==> src/rtl/ampliacao_replicacao_pkg.sv <==
// Shared coprocessor definitions for the upscaling engine: default image
// geometry, FSM state encoding, pixel type and the scale-legality helper.
package ampliacao_replicacao_pkg;

    localparam int unsigned DEF_SRC_W      = 160;
    localparam int unsigned DEF_SRC_H      = 120;
    localparam int unsigned DEF_ESCALA_MAX = 4;
    localparam int unsigned DEF_ADDR_W     = 19;

    localparam int unsigned ESCALA_W = 3;
    localparam int unsigned PIXEL_W  = 8;

    typedef logic [PIXEL_W-1:0] pixel_t;

    typedef enum logic [2:0] {
        ST_IDLE,
        ST_READ,
        ST_WAIT,
        ST_WRITE,
        ST_FINISH
    } state_e;

    // A scale factor is usable when it is non-zero and no larger than max_e.
    function automatic logic escala_legal(input logic [ESCALA_W-1:0] e,
                                          input int unsigned         max_e);
        return (e != '0) && (32'(e) <= max_e);
    endfunction

endpackage

==> src/rtl/ampliacao_replicacao_gerador_enderecos_amp.sv <==
// Address generator for nearest-neighbour upscaling.
// Holds the source pixel counters (sx, sy) and the in-block replication
// counters (dx, dy), and keeps running row bases so that source and
// destination addresses are produced with adders only.
// Ports:
//   clk, rst        clock, async active-high reset
//   clear_i         restart at pixel (0,0) and latch escala_i
//   adv_i           one destination write was accepted; step the counters
//   escala_i        scale factor, sampled on clear_i
//   src_addr_c_o    source address after this cycle's update
//   dst_addr_c_o    destination address after this cycle's update
//   last_block_c_o  current write is the last one of the e x e block
//   last_pixel_c_o  current source pixel is the last of the frame
module gerador_enderecos_amp
    import ampliacao_replicacao_pkg::*;
#(
    parameter int unsigned SRC_W      = DEF_SRC_W,
    parameter int unsigned SRC_H      = DEF_SRC_H,
    parameter int unsigned ESCALA_MAX = DEF_ESCALA_MAX,
    parameter int unsigned ADDR_W     = DEF_ADDR_W
) (
    input  logic                clk,
    input  logic                rst,
    input  logic                clear_i,
    input  logic                adv_i,
    input  logic [ESCALA_W-1:0] escala_i,
    output logic [ADDR_W-1:0]   src_addr_c_o,
    output logic [ADDR_W-1:0]   dst_addr_c_o,
    output logic                last_block_c_o,
    output logic                last_pixel_c_o
);

    localparam int unsigned SX_W = (SRC_W > 1) ? $clog2(SRC_W) : 1;
    localparam int unsigned SY_W = (SRC_H > 1) ? $clog2(SRC_H) : 1;

    logic [ESCALA_W-1:0] e_q, e_d;
    logic [ESCALA_W-1:0] dx_q, dx_d, dy_q, dy_d;
    logic [SX_W-1:0]     sx_q, sx_d;
    logic [SY_W-1:0]     sy_q, sy_d;
    logic [ADDR_W-1:0]   line_w_q, line_w_d;   // destination line width SRC_W*e
    logic [ADDR_W-1:0]   src_row_q, src_row_d; // sy*SRC_W
    logic [ADDR_W-1:0]   blk_row_q, blk_row_d; // (sy*e)*line_w
    logic [ADDR_W-1:0]   dst_row_q, dst_row_d; // (sy*e+dy)*line_w
    logic [ADDR_W-1:0]   dst_col_q, dst_col_d; // sx*e
    logic [ADDR_W-1:0]   line_w_calc;
    logic [ESCALA_W-1:0] e_last;

    assign e_last = e_q - ESCALA_W'(1);

    // SRC_W*escala built as a sum of constants instead of a multiplier.
    always_comb begin
        line_w_calc = '0;
        for (int unsigned k = 1; k <= ESCALA_MAX; k++) begin
            if (32'(escala_i) >= k) begin
                line_w_calc = line_w_calc + ADDR_W'(SRC_W);
            end
        end
    end

    // Counter and row-base update.
    always_comb begin
        e_d       = e_q;
        line_w_d  = line_w_q;
        dx_d      = dx_q;
        dy_d      = dy_q;
        sx_d      = sx_q;
        sy_d      = sy_q;
        src_row_d = src_row_q;
        blk_row_d = blk_row_q;
        dst_row_d = dst_row_q;
        dst_col_d = dst_col_q;
        if (clear_i) begin
            e_d       = escala_i;
            line_w_d  = line_w_calc;
            dx_d      = '0;
            dy_d      = '0;
            sx_d      = '0;
            sy_d      = '0;
            src_row_d = '0;
            blk_row_d = '0;
            dst_row_d = '0;
            dst_col_d = '0;
        end else if (adv_i) begin
            if (dx_q != e_last) begin
                dx_d = dx_q + ESCALA_W'(1);
            end else begin
                dx_d = '0;
                if (dy_q != e_last) begin
                    dy_d      = dy_q + ESCALA_W'(1);
                    dst_row_d = dst_row_q + line_w_q;
                end else begin
                    dy_d = '0;
                    if (sx_q != SX_W'(SRC_W - 1)) begin
                        sx_d      = sx_q + SX_W'(1);
                        dst_col_d = dst_col_q + ADDR_W'(e_q);
                        dst_row_d = blk_row_q;
                    end else begin
                        // dst_row_q sits on the block's last line here, so
                        // one more line width lands on the next block row.
                        sx_d      = '0;
                        sy_d      = sy_q + SY_W'(1);
                        src_row_d = src_row_q + ADDR_W'(SRC_W);
                        dst_col_d = '0;
                        blk_row_d = dst_row_q + line_w_q;
                        dst_row_d = dst_row_q + line_w_q;
                    end
                end
            end
        end
    end

    always_ff @(posedge clk or posedge rst) begin
        if (rst) begin
            e_q       <= '0;
            line_w_q  <= '0;
            dx_q      <= '0;
            dy_q      <= '0;
            sx_q      <= '0;
            sy_q      <= '0;
            src_row_q <= '0;
            blk_row_q <= '0;
            dst_row_q <= '0;
            dst_col_q <= '0;
        end else begin
            e_q       <= e_d;
            line_w_q  <= line_w_d;
            dx_q      <= dx_d;
            dy_q      <= dy_d;
            sx_q      <= sx_d;
            sy_q      <= sy_d;
            src_row_q <= src_row_d;
            blk_row_q <= blk_row_d;
            dst_row_q <= dst_row_d;
            dst_col_q <= dst_col_d;
        end
    end

    // Addresses are taken from the next-state values so the FSM can register
    // them on the same edge that advances the counters.
    assign src_addr_c_o   = src_row_d + ADDR_W'(sx_d);
    assign dst_addr_c_o   = dst_row_d + dst_col_d + ADDR_W'(dx_d);
    assign last_block_c_o = (dx_q == e_last) && (dy_q == e_last);
    assign last_pixel_c_o = (sx_q == SX_W'(SRC_W - 1)) && (sy_q == SY_W'(SRC_H - 1));

endmodule

==> src/rtl/ampliacao_replicacao.sv <==
// Nearest-neighbour upscaling engine: reads each source pixel once and
// writes it escala x escala times into the destination frame buffer.
// Ports:
//   clk, rst              clock, async active-high reset
//   start, escala         job request (sampled in IDLE) and scale factor
//   rd_en, rd_addr        source RAM read strobe and address
//   rd_data               source pixel, valid the cycle after rd_en
//   wr_en, wr_addr,
//   wr_data, wr_ready     destination write request with backpressure
//   busy, done, error     job status; error pulses with done on bad escala
module ampliacao_replicacao
    import ampliacao_replicacao_pkg::*;
#(
    parameter int unsigned SRC_W      = DEF_SRC_W,
    parameter int unsigned SRC_H      = DEF_SRC_H,
    parameter int unsigned ESCALA_MAX = DEF_ESCALA_MAX,
    parameter int unsigned ADDR_W     = DEF_ADDR_W
) (
    input  logic                clk,
    input  logic                rst,
    input  logic                start,
    input  logic [ESCALA_W-1:0] escala,
    output logic                rd_en,
    output logic [ADDR_W-1:0]   rd_addr,
    input  pixel_t              rd_data,
    output logic                wr_en,
    output logic [ADDR_W-1:0]   wr_addr,
    output pixel_t              wr_data,
    input  logic                wr_ready,
    output logic                busy,
    output logic                done,
    output logic                error
);

    state_e              state_q;
    logic                rd_en_q, wr_en_q, busy_q, done_q, error_q;
    logic [ADDR_W-1:0]   rd_addr_q, wr_addr_q;
    pixel_t              wr_data_q;

    logic                start_ok_c;
    logic                clear_c;
    logic                adv_c;
    logic [ADDR_W-1:0]   src_addr_c;
    logic [ADDR_W-1:0]   dst_addr_c;
    logic                last_block_c;
    logic                last_pixel_c;

    assign start_ok_c = start && escala_legal(escala, ESCALA_MAX);
    assign clear_c    = (state_q == ST_IDLE) && start_ok_c;
    assign adv_c      = (state_q == ST_WRITE) && wr_ready;

    gerador_enderecos_amp #(
        .SRC_W      (SRC_W),
        .SRC_H      (SRC_H),
        .ESCALA_MAX (ESCALA_MAX),
        .ADDR_W     (ADDR_W)
    ) u_gerador (
        .clk            (clk),
        .rst            (rst),
        .clear_i        (clear_c),
        .adv_i          (adv_c),
        .escala_i       (escala),
        .src_addr_c_o   (src_addr_c),
        .dst_addr_c_o   (dst_addr_c),
        .last_block_c_o (last_block_c),
        .last_pixel_c_o (last_pixel_c)
    );

    // Control FSM with registered outputs.
    always_ff @(posedge clk or posedge rst) begin
        if (rst) begin
            state_q   <= ST_IDLE;
            rd_en_q   <= 1'b0;
            rd_addr_q <= '0;
            wr_en_q   <= 1'b0;
            wr_addr_q <= '0;
            wr_data_q <= '0;
            busy_q    <= 1'b0;
            done_q    <= 1'b0;
            error_q   <= 1'b0;
        end else begin
            done_q  <= 1'b0;
            error_q <= 1'b0;
            case (state_q)
                ST_IDLE: begin
                    if (start) begin
                        if (start_ok_c) begin
                            state_q   <= ST_READ;
                            busy_q    <= 1'b1;
                            rd_en_q   <= 1'b1;
                            rd_addr_q <= src_addr_c;
                        end else begin
                            done_q  <= 1'b1;
                            error_q <= 1'b1;
                        end
                    end
                end
                ST_READ: begin
                    rd_en_q <= 1'b0;
                    state_q <= ST_WAIT;
                end
                ST_WAIT: begin
                    // Source RAM data lands now; it is the pixel for the whole block.
                    wr_data_q <= rd_data;
                    wr_addr_q <= dst_addr_c;
                    wr_en_q   <= 1'b1;
                    state_q   <= ST_WRITE;
                end
                ST_WRITE: begin
                    if (wr_ready) begin
                        if (last_block_c) begin
                            wr_en_q <= 1'b0;
                            if (last_pixel_c) begin
                                state_q <= ST_FINISH;
                                busy_q  <= 1'b0;
                                done_q  <= 1'b1;
                            end else begin
                                state_q   <= ST_READ;
                                rd_en_q   <= 1'b1;
                                rd_addr_q <= src_addr_c;
                            end
                        end else begin
                            wr_addr_q <= dst_addr_c;
                        end
                    end
                end
                ST_FINISH: begin
                    state_q <= ST_IDLE;
                end
                default: begin
                    state_q <= ST_IDLE;
                end
            endcase
        end
    end

    assign rd_en   = rd_en_q;
    assign rd_addr = rd_addr_q;
    assign wr_en   = wr_en_q;
    assign wr_addr = wr_addr_q;
    assign wr_data = wr_data_q;
    assign busy    = busy_q;
    assign done    = done_q;
    assign error   = error_q;

endmodule

==> config.mk <==
export PLATFORM = sky130hd
export DESIGN_NAME = ampliacao_replicacao
export DESIGN_NICKNAME = d
export VERILOG_FILES = /design/src/rtl/ampliacao_replicacao_pkg.sv /design/src/rtl/ampliacao_replicacao_gerador_enderecos_amp.sv /design/src/rtl/ampliacao_replicacao.sv
export SDC_FILE = /design/constraint.sdc
export NUM_CORES = 1
export LEC_CHECK = 0
export CORE_MARGIN = 5
export CORE_UTILIZATION = 25
export DETAILED_ROUTE_END_ITERATION = 8
export DONT_BUFFER_PORTS = 1
export GPL_ROUTABILITY_DRIVEN = 0
export PLACE_DENSITY = 0.38
export SYNTH_ARGS = -nofsm -noshare
export SYNTH_HDL_FRONTEND = slang
export SYNTH_SLANG_ARGS = --single-unit
==> constraint.sdc <==
create_clock -name clk -period 5 [get_ports clk]
set_input_delay 0.25 -clock clk [delete_from_list [all_inputs] [get_ports clk]]
set_output_delay 0.25 -clock clk [all_outputs]
set_load 0.05 [all_outputs]
==> qor.yml, run 1 <==
job:
  cap_violations: 0
timing:
  final.setup.worst_slack_ns: 0.278
  timing.fmax_mhz: 212
  period_needed_ns: 4.72
  finalClockSkew_ns: 0.0160
  timing.setup.tns_ns: 0
  tightest_slew_ns: 0.871
  slew_viol_final: 0
  fin_crit_sh_pct: 94.4
  finalSetupViolations: 0
  hold_viol: 0
  rsz0062_at_grt: "true"
  hold_slack_ns: 0.0451
  relSlewSlack_pct: 41.8
cells_and_area:
  n_fill_cell: 3795
  stdcell_count: 1476
  seqCellArea_um2: 4000
  final_util_pct: 29.6
  layout_commonest_cell: "dfrtp_1"
  multi_input_area_um2: 5010
  mostFrequentLayoutCells: "dfrtp_1 (160), nand2_1 (122), o21ai_0 (88)"
  finalInstanceArea_um2: 10800
  nNetsFinal: 1076
  area_growth_pct: 17.5
  layout-drive-gt1-share_pct: 11.3
  n_antenna_cell: 0
setup_path:
  worst_setup_path_end_kind: "flip-flop"
  critPathMaxFanout: 10
  path_delay_family: "compound AO/OA/AOI/OAI gates"
  cp_slowest_cell: "fa_1"
  cp.required_ns: 5.32
  worstSetupPathType: "flip-flop to flip-flop"
  slowest_delay_ns: 0.41
  cp_num_buf_inv: 3
  path_common_cell: "o21ai_0"
  worstPathArrival_ns: 5.04
  crit_chain: "inv_1 > ha_1 > xnor2_1 > mux2i_2 > or3_1 > nor2_1 > buf_4 > buf_4 > a22o_1 > fa_1 > ha_1 > fa_1 > a21o_1 > a21oi_1 > o21ai_0 > a21oi_2 > o221a_2 > o21ai_0 > a31oi_1 > xor2_1 > o21ai_0"
  cp-start-kind: "flip-flop"
synth:
  async_flop_share_pct: 100
  seq_area_frac_synth_pct: 43.5
  yosysTopAreaCellShare_pct: 43.5
  synth_seq_cells: 160
  syn_inst: 956
  synth_area_per_cell_um2: 9.64
  ys_warn_count: 0
  synth_area_leaders: "dfrtp_1 (43%), ha_1 (8.0%), o21ai_0 (5.1%), nand2_1 (5.0%), xor2_1 (4.2%)"
  synth_edf_count: 0
  ys.flop_type: "dfrtp_1"
  syn_nets: 1037
  synth_top_area_cell: "dfrtp_1"
  yosysUniqueCellTypes: 72
  synthesis.area_um2: 9210
placement:
  place_ws_ns: 0.180
  place_hpwl_mm: 18.6
  place_inst: 1431
  postPlaceCellArea_um2: 9980
  io_buffers: 0
floorplanning:
  die_x_um: 202
  core_area_um2: 36500
  rows: 70
  die_area_um2: 40800
  io_pins: 66
  start_util_pct: 25.2
  die_h_um: 202
routing:
  routed_wl_mm: 24.9
  ant_nets: 0
  vias: 6890
  first_pass_iters: 5
  vias_per_cell: 4.67
  drc: 0
  wl_per_cell_um: 16.9
  drtIter0Drc: 322
cts:
  clk_latency_ns: 0.44
  clock_tree.buffer_depth: 2
  cts_root_buf: "clkbuf_16"
  htree_levels: 4
  cts_sinks: 160
  cts_tree: "built"
  clk_pin_slew_ns: 0.08
  cts_buffers: 17
grt:
  grt_pass1_vias: 7066
  grt_max_degree: 78
  antenna_found_initial: 0
  grt_pass1_wl_mm: 40.9
  grt_overflow: 0
  grt_use_total_pct: 12.6
hold_path:
  hold_path_class: "input port to flip-flop"
pwr:
  peakVddDrop_mv: 0.227
  p_per_area_nw_per_um2: 356
  power_mw: 3.85
  p_leak_nw: 4.96
outcome:
  status: "complete, no violations"
[sequential cells by signal (all words and copies together) (netlist names), 6 cells and up]
| name | flops |
|---|---|
| u_gerador.sy_q | 7 |
| wr_data | 8 |
| u_gerador.sx_q | 8 |
| u_gerador.line_w_q | 6 |
| u_gerador.blk_row_q | 19 |
| rd_addr | 19 |
| u_gerador.src_row_q | 19 |
| u_gerador.dst_col_q | 19 |
| wr_addr | 19 |
| u_gerador.dst_row_q | 19 |
[worst register-to-register path, stage by stage (launching register included)]
cell	delay (ns)
dfrtp_1	0.35
inv_1	0.06
ha_1	0.25
xnor2_1	0.23
mux2i_2	0.33
or3_1	0.22
nor2_1	0.09
buf_4	0.16
buf_4	0.19
a22o_1	0.23
fa_1	0.37
ha_1	0.23
fa_1	0.41
a21o_1	0.17
a21oi_1	0.17
o21ai_0	0.14
a21oi_2	0.22
o221a_2	0.24
o21ai_0	0.11
a31oi_1	0.21
xor2_1	0.15
o21ai_0	0.08
[cells in the mapped netlist (9+ instances only)]
master,count
dfrtp_1,160
nand4_1,21
nor2_1,83
clkbuf_1,26
nand2_1,122
xnor2_1,40
ha_1,59
xor2_1,44
and2_1,11
mux2_2,13
a22oi_1,10
a22o_1,16
inv_1,29
and3_1,11
nor2b_1,9
a21oi_1,38
nor3_1,15
a21o_1,12
o21ai_0,94
nand3_1,17
[final cells by class]
| type | instances | share of cell area, % |
|---|---|---|
| clock inverters | 12 | 2.12 |
| inverters | 29 | 1.05 |
| well taps | 468 | 5.41 |
| repair buffers | 55 | 4.09 |
| clock buffers | 20 | 4.03 |
| multi-input cells | 732 | 46.3 |
| flip-flops and latches | 160 | 37.0 |
[path summary, 6_finish.rpt]
kind / startpoint / endpoint / slack (ns) / cells past startpoint
min reg2reg: u_gerador.blk_row_q[14] / u_gerador.blk_row_q[14] / 0.48 / 2
max: u_gerador.e_q[0] / wr_addr[17] / 0.28 / 21
min in group asynchronous: rst / wr_addr[2] / 0.44 / 2
max reg2reg: u_gerador.e_q[0] / wr_addr[17] / 0.28 / 21
min: start / error / 0.05 / 1
max in group asynchronous: rst / u_gerador.dst_row_q[10] / 3.47 / 3
[logic make-up (layout without fill, tap and decap cells)]
| group | Yosys count | in the layout | share of synthesized area [%] |
|---|---|---|---|
| compound gates | 223 | 223 | 15.1 |
| xor+xnor | 86 | 86 | 8.47 |
| fa+ha+maj | 66 | 66 | 9.53 |
| buf+inv | 64 | 116 | 2.73 |
| flops | 160 | 160 | 43.5 |
| mux | 23 | 23 | 2.89 |
| simple gates | 334 | 334 | 17.8 |
[power by group]
| group | total (mW) | internal [mW] | leakage [nW] | switching [mW] |
|---|---|---|---|---|
| clock | 1.52 | 0.943 | 0.312 | 0.580 |
| combinational | 0.605 | 0.261 | 2.47 | 0.344 |
| sequential | 1.72 | 1.40 | 2.18 | 0.329 |
[repair_timing]
action | in CTS | in global routing
endpoints found under the hold margin | 86 | 0
setup endpoints to repair | 0 | 13
hold buffers | 12 | 0
resized for setup | 0 | 16
buffers inserted | 0 | 1
[layer usage]
metal	vias to the layer above	share of wire [%]	GRT usage, %
met5	-	0	0
met2	79	49	21.2
met3	12	2.7	2.71
met4	0	0.87	2.78
met1	3352	48	16.7
li1	3447	-	-
No activity file was read; power rests on OpenSTA's default activity.
==> run 2, diff against run 1 <==
--- a/config.mk
+++ b/config.mk
@@ -5,12 +5,12 @@
 export SDC_FILE = /design/constraint.sdc
 export NUM_CORES = 1
 export LEC_CHECK = 0
+export ABC_AREA = 1
 export CORE_MARGIN = 5
 export CORE_UTILIZATION = 25
 export DETAILED_ROUTE_END_ITERATION = 8
 export DONT_BUFFER_PORTS = 1
 export GPL_ROUTABILITY_DRIVEN = 0
-export PLACE_DENSITY = 0.38
 export SYNTH_ARGS = -nofsm -noshare
 export SYNTH_HDL_FRONTEND = slang
 export SYNTH_SLANG_ARGS = --single-unit
==> qor.yml, run 2 <==
setup_path:
  r2r_end: "wr_addr[17]"
  worst_setup_path_end_kind: "flip-flop"
  cp_slowest_cell: "fa_1"
  r2r_start: "u_gerador.e_q[0]"
  slowest_delay_ns: 0.56
  critPathMaxFanout: 20
  cp.required_ns: 5.31
  crit_chain: "inv_2 > ha_1 > xnor2_1 > nor2_2 > nand3_4 > inv_1 > nand2_1 > nand2_1 > inv_2 > a21oi_1 > fa_1 > inv_1 > ha_1 > fa_1 > nand3_1 > nand2_1 > nand3_1 > o2111ai_1 > a211oi_1 > xor2_1 > o21ai_0"
  reg2regPathDepth: 21
  worstSetupPathType: "flip-flop to flip-flop"
  path_common_cell: "nand2_1"
  r2r_slack_ns: 0.45
  cp-start-kind: "flip-flop"
  worstPathArrival_ns: 4.86
hold_path:
  holdPathEnd: "state_q[1]"
  hold_depth: 3
  hold_path_class: "input port to flip-flop"
  min_from: "wr_ready"
timing:
  rsz0062_at_grt: "true"
  finalClockSkew_ns: 0.0108
  period_needed_ns: 4.55
  hold_viol: 0
  fin_crit_sh_pct: 91.0
  slew_viol_final: 0
  relSlewSlack_pct: 35.8
  hold_slack_ns: 0.0599
  finalSetupViolations: 0
  timing.fmax_mhz: 220
  tightest_slew_ns: 0.959
pwr:
  internal-power_mw: 3.20
  peakVddDrop_mv: 0.232
  p_switching_mw: 2.86
  p_per_area_nw_per_um2: 564
  switching_share_pct: 47.2
  p_leak_nw: 5.35
  pwr-share-comb_pct: 35.6
  p_clk_share_pct: 21.6
  seq_power_share_pct: 42.9
synth:
  seq_area_frac_synth_pct: 42.7
  ys_warn_count: 0
  synth_edf_count: 0
  synth_area_per_cell_um2: 8.17
  yosysMostFrequentCell: "nand2_1"
  synth_top_area_cell: "dfrtp_1"
  async_flop_share_pct: 100
  synthesis.area_um2: 9380
  yosysTopAreaCellShare_pct: 42.7
  synth_area_leaders: "dfrtp_1 (43%), nand2_1 (12%), ha_1 (7.9%), inv_1 (5.6%), o21ai_0 (4.8%)"
  synth_seq_cells: 160
  syn_inst: 1149
  syn_nets: 1230
  ys.flop_type: "dfrtp_1"
  yosysUniqueCellTypes: 56
  synthTopCellsByCount: "nand2_1 (293), dfrtp_1 (160), inv_1 (139)"
cells_and_area:
  layout_commonest_cell: "nand2_1"
  finalInstanceArea_um2: 10700
  n_fill_cell: 3907
  layout-drive-gt1-share_pct: 7.76
  n_antenna_cell: 0
  multi_input_area_um2: 4700
  seqCellArea_um2: 4000
  nNetsFinal: 1253
  area_growth_pct: 14.4
  mostFrequentLayoutCells: "nand2_1 (292), dfrtp_1 (160), inv_1 (138)"
floorplanning:
  core_area_um2: 37400
  die_h_um: 204
  io_pins: 66
  rows: 71
  start_util_pct: 25.1
  die_x_um: 204
  die_area_um2: 41500
routing:
  routed_wl_mm: 23.5
  drc: 0
  wl_per_cell_um: 13.8
  vias_per_cell: 4.50
  drtIter0Drc: 432
  vias: 7639
  ant_nets: 0
  first_pass_iters: 6
cts:
  cts_root_buf: "clkbuf_16"
  htree_levels: 4
  cts_buffers: 17
  cts_tree: "built"
  clk_latency_ns: 0.44
  cts_sinks: 160
  clk_pin_slew_ns: 0.07
  clock_tree.buffer_depth: 2
grt:
  grt_max_degree: 79
  antenna_found_initial: 0
  grt_use_total_pct: 11.5
  grt_pass1_wl_mm: 38.6
  grt_pass1_vias: 7656
  grt_overflow: 0
job:
  cap_violations: 0
outcome:
  status: "complete, no violations"
placement:
  place_hpwl_mm: 17.4
  postPlaceCellArea_um2: 10000
  io_buffers: 0
## run 2: worst max path at each step
stage                startpoint     endpoint
3_5_place_dp   u_gerador.e_q[0]  rd_addr[12]
3_3_place_gp   u_gerador.e_q[0]  rd_addr[12]
4_1_cts        u_gerador.e_q[0]  rd_addr[12]
2_1_floorplan               rst         busy
5_1_grt        u_gerador.e_q[0]  rd_addr[12]
6_report       u_gerador.e_q[0]  wr_addr[17]
## run 2: through the flow
stage | total power [mW] | utilization [%] | TNS [ns] | std cells | setup slack [ns]
6_report | 6.05 | 28.7 | 0 | 1696 | 0.450
5_1_grt | 6.52 | 28.7 | -0.0452 | 1696 | -0.0452
4_1_cts | 6.14 | 28.7 | 0 | 1696 | 0.313
3_5_place_dp | 4.79 | 26.8 | 0 | 1651 | 0.352
3_3_place_gp | 4.75 | 26.8 | 0 | 1651 | 0.469
2_1_floorplan | 4.15 | - | 0 | 1149 | 0.430
## run 2: cells by family after synthesis
logic type | after synthesis | share of synthesized area, %
compound gates | 205 | 12.6
xor+xnor | 41 | 3.83
fa+ha+maj | 66 | 9.36
buf+inv | 174 | 7.25
flops | 160 | 42.7
mux | 9 | 1.07
simple gates | 494 | 23.2
## run 2: critical path: cells and delay by family, from the launching register on
family | cells | cell delay, ns
flops | 1 | 0.40
compound gates | 4 | 0.76
xor+xnor | 2 | 0.36
fa+ha+maj | 4 | 1.54
simple gates | 7 | 0.82
buf+inv | 4 | 0.54
## run 2: power by group through the flow
stage	Combinational (mW)	Clock, mW	Sequential (mW)
4_1_cts	2.19	1.35	2.60
3_5_place_dp	2.17	0	2.63
2_1_floorplan	1.64	0	2.51
3_3_place_gp	2.13	0	2.62
6_report	2.15	1.30	2.59
5_1_grt	2.47	1.39	2.65
## run 2: routing by layer
metal / vias to the layer above / track usage (%) / routed length, µm
li1: 3848 / - / -
met1: 3601 / 13.9 / 10400
met2: 151 / 20.1 / 11600
met3: 39 / 2.67 / 871
met4: 0 / 3.85 / 548
met5: - / 0 / 0
## run 2: cell type report
class,count,area share (%)
Multi-Input combinational cell,815,43.8
Clock inverter,14,1.35
Sequential cell,160,37.3
Timing Repair Buffer,27,2.19
Inverter,151,5.41
Clock buffer,18,4.00
Tap cell,511,5.96
## run 2: what timing repair did
item,4_1_cts,5_1_grt
hold buffers,13,0
hold endpoints to repair,88,0
setup endpoints to repair,0,4
gates resized for setup,0,2
buffers inserted,0,0
==> run 3, diff against run 2 <==
--- a/config.mk
+++ b/config.mk
@@ -6,7 +6,6 @@
 export NUM_CORES = 1
 export LEC_CHECK = 0
 export ABC_AREA = 1
-export CORE_MARGIN = 5
 export CORE_UTILIZATION = 25
 export DETAILED_ROUTE_END_ITERATION = 8
 export DONT_BUFFER_PORTS = 1
==> qor.yml, run 3 (same netlist as run 2, synthesis figures left out) <==
timing:
  hold_slack_ns: 0.0496
  finalSetupViolations: 0
  fin_crit_sh_pct: 92.6
  relSlewSlack_pct: 35.7
  slew_viol_final: 0
  hold_viol: 0
  timing.fmax_mhz: 216
  final.setup.worst_slack_ns: 0.371
  timing.setup.tns_ns: 0
  finalClockSkew_ns: 0.0149
  period_needed_ns: 4.63
  tightest_slew_ns: 0.960
  rsz0062_at_grt: "false"
cts:
  cts_buffers: 17
  clock_tree.buffer_depth: 2
  htree_levels: 4
  cts_tree: "built"
  cts_sinks: 160
  cts_root_buf: "clkbuf_16"
  clk_pin_slew_ns: 0.07
  post-cts-setup-buffers: 0
  clk_latency_ns: 0.45
job:
  cap_violations: 0
cells_and_area:
  n_antenna_cell: 0
  seqCellArea_um2: 4000
  layout-drive-gt1-share_pct: 7.85
  stdcell_count: 1653
  n_fill_cell: 3876
  nNetsFinal: 1253
  layout_commonest_cell: "nand2_1"
  multi_input_area_um2: 4700
  area_growth_pct: 14.2
  mostFrequentLayoutCells: "nand2_1 (292), dfrtp_1 (160), inv_1 (138)"
routing:
  routed_wl_mm: 23.4
  vias_per_cell: 4.64
  drtIter0Drc: 394
  wl_per_cell_um: 14.1
  drc: 0
  first_pass_iters: 7
  ant_nets: 0
  vias: 7670
setup_path:
  reg2regPathDepth: 20
  crit_chain: "inv_2 > ha_1 > xnor2_1 > nor2_2 > nand3_4 > nor2_8 > nand2_1 > o22ai_1 > inv_1 > fa_1 > inv_1 > ha_1 > fa_1 > nand3_1 > nand2_1 > nand3_1 > o2111ai_1 > a211oi_1 > xor2_1 > o21ai_0"
  worstSetupPathType: "flip-flop to flip-flop"
  cp_num_buf_inv: 3
  worstPathArrival_ns: 4.94
  r2r_slack_ns: 0.37
  cp-start-kind: "flip-flop"
  critPathMaxFanout: 16
  slowest_delay_ns: 0.49
  cp.required_ns: 5.31
  path_delay_family: "adder cells"
  cp.depth: 20
  cp_slowest_cell: "fa_1"
  worst_setup_path_end_kind: "flip-flop"
grt:
  grt_pass1_vias: 7689
  grt_pass1_wl_mm: 38.6
  gr-usage-met3_pct: 2.25
  grt_use_met1_pct: 15.5
  busiest_layer: "met2"
  grt_util_met2_pct: 22.1
  antenna_found_initial: 0
  grt_use_total_pct: 12.7
  grt_overflow: 0
  grt_max_degree: 74
outcome:
  status: "complete, no violations"
floorplanning:
  rows: 70
  start_util_pct: 25.5
  io_pins: 66
  die_area_um2: 38300
  die_h_um: 196
  die_x_um: 196
  core_area_um2: 36800
pwr:
  peakVddDrop_mv: 0.253
  seq_power_share_pct: 42.4
  p_per_area_nw_per_um2: 571
  p_leak_nw: 5.36
  switching_share_pct: 46.9
  internal-power_mw: 3.25
  p_switching_mw: 2.87
  power_mw: 6.12
  p_clk_share_pct: 22.6
  pwr-share-comb_pct: 35.0
hold_path:
  hold_path_class: "input port to flip-flop"
  hold_depth: 3
placement:
  place_ws_ns: 0.372
  place_hpwl_mm: 17.4
  io_buffers: 0
  place_inst: 1608
-- run 3: cell count changes in the layout (fill, tap and decap cells not counted) --
cell | before | now
o21ai_1 | 4 | 5
clkbuf_1 | 1 | 0
o21ai_0 | 89 | 88
clkinv_4 | 5 | 3
inv_6 | 8 | 7
bufinv_16 | 1 | 2
inv_8 | 1 | 3
clkinv_8 | 0 | 1
-- run 3: final cells by class --
cell class	instances	share of cell area, %
clock inverter	15	1.75
inverter	151	5.42
clock buffer	17	3.97
tap	468	5.46
multi-input combinational	815	43.9
timing repair buffer	27	2.19
sequential	160	37.4
-- run 3: worst min-delay path, stage by stage --
cell and delay [ns]:
a21oi_1 0.06, inv_1 0.08, nand3_1 0.06
-- run 3: metrics by stage --
stage,utilization [%],area (µm²)
final,29.1,10700
after global routing,29.1,10700
after CTS,29.1,10700
after detailed placement,27.1,9970
after global placement,27.1,9970
after floorplan,-,9380
-- run 3: per-layer routing --
metal | part of all wire (%) | vias up
met5 | 0 | -
met1 | 45 | 3663
met4 | 2.4 | 0
met3 | 3.2 | 43
met2 | 49 | 132
li1 | - | 3832
-- run 3: worst paths after layout --
| check | start | endpoint |
|---|---|---|
| worst max-delay path | u_gerador.e_q[0] | wr_addr[17] |
| worst min-delay path | wr_ready | state_q[1] |
| worst max register to register | u_gerador.e_q[0] | wr_addr[17] |
| worst min register to register | u_gerador.sy_q[6] | u_gerador.sy_q[6] |
| max in group asynchronous | rst | wr_addr[4] |
| min in group asynchronous | rst | rd_addr[15] |
-- run 3: timing repair --
action | 4_1_cts | 5_1_grt
hold buffers | 13 | 0
setup endpoints to repair | 0 | 5
endpoints found under the hold margin | 83 | 0
resized for setup | 0 | 3
-- run 3: power groups by stage --
| stage | registers (mW) | logic [mW] | clock network (mW) |
|---|---|---|---|
| after floorplan | 2.51 | 1.64 | 0 |
| after global placement | 2.62 | 2.11 | 0 |
| after detailed placement | 2.63 | 2.16 | 0 |
| after CTS | 2.60 | 2.18 | 1.42 |
| after global routing | 2.65 | 2.46 | 1.47 |
| final | 2.59 | 2.14 | 1.39 |
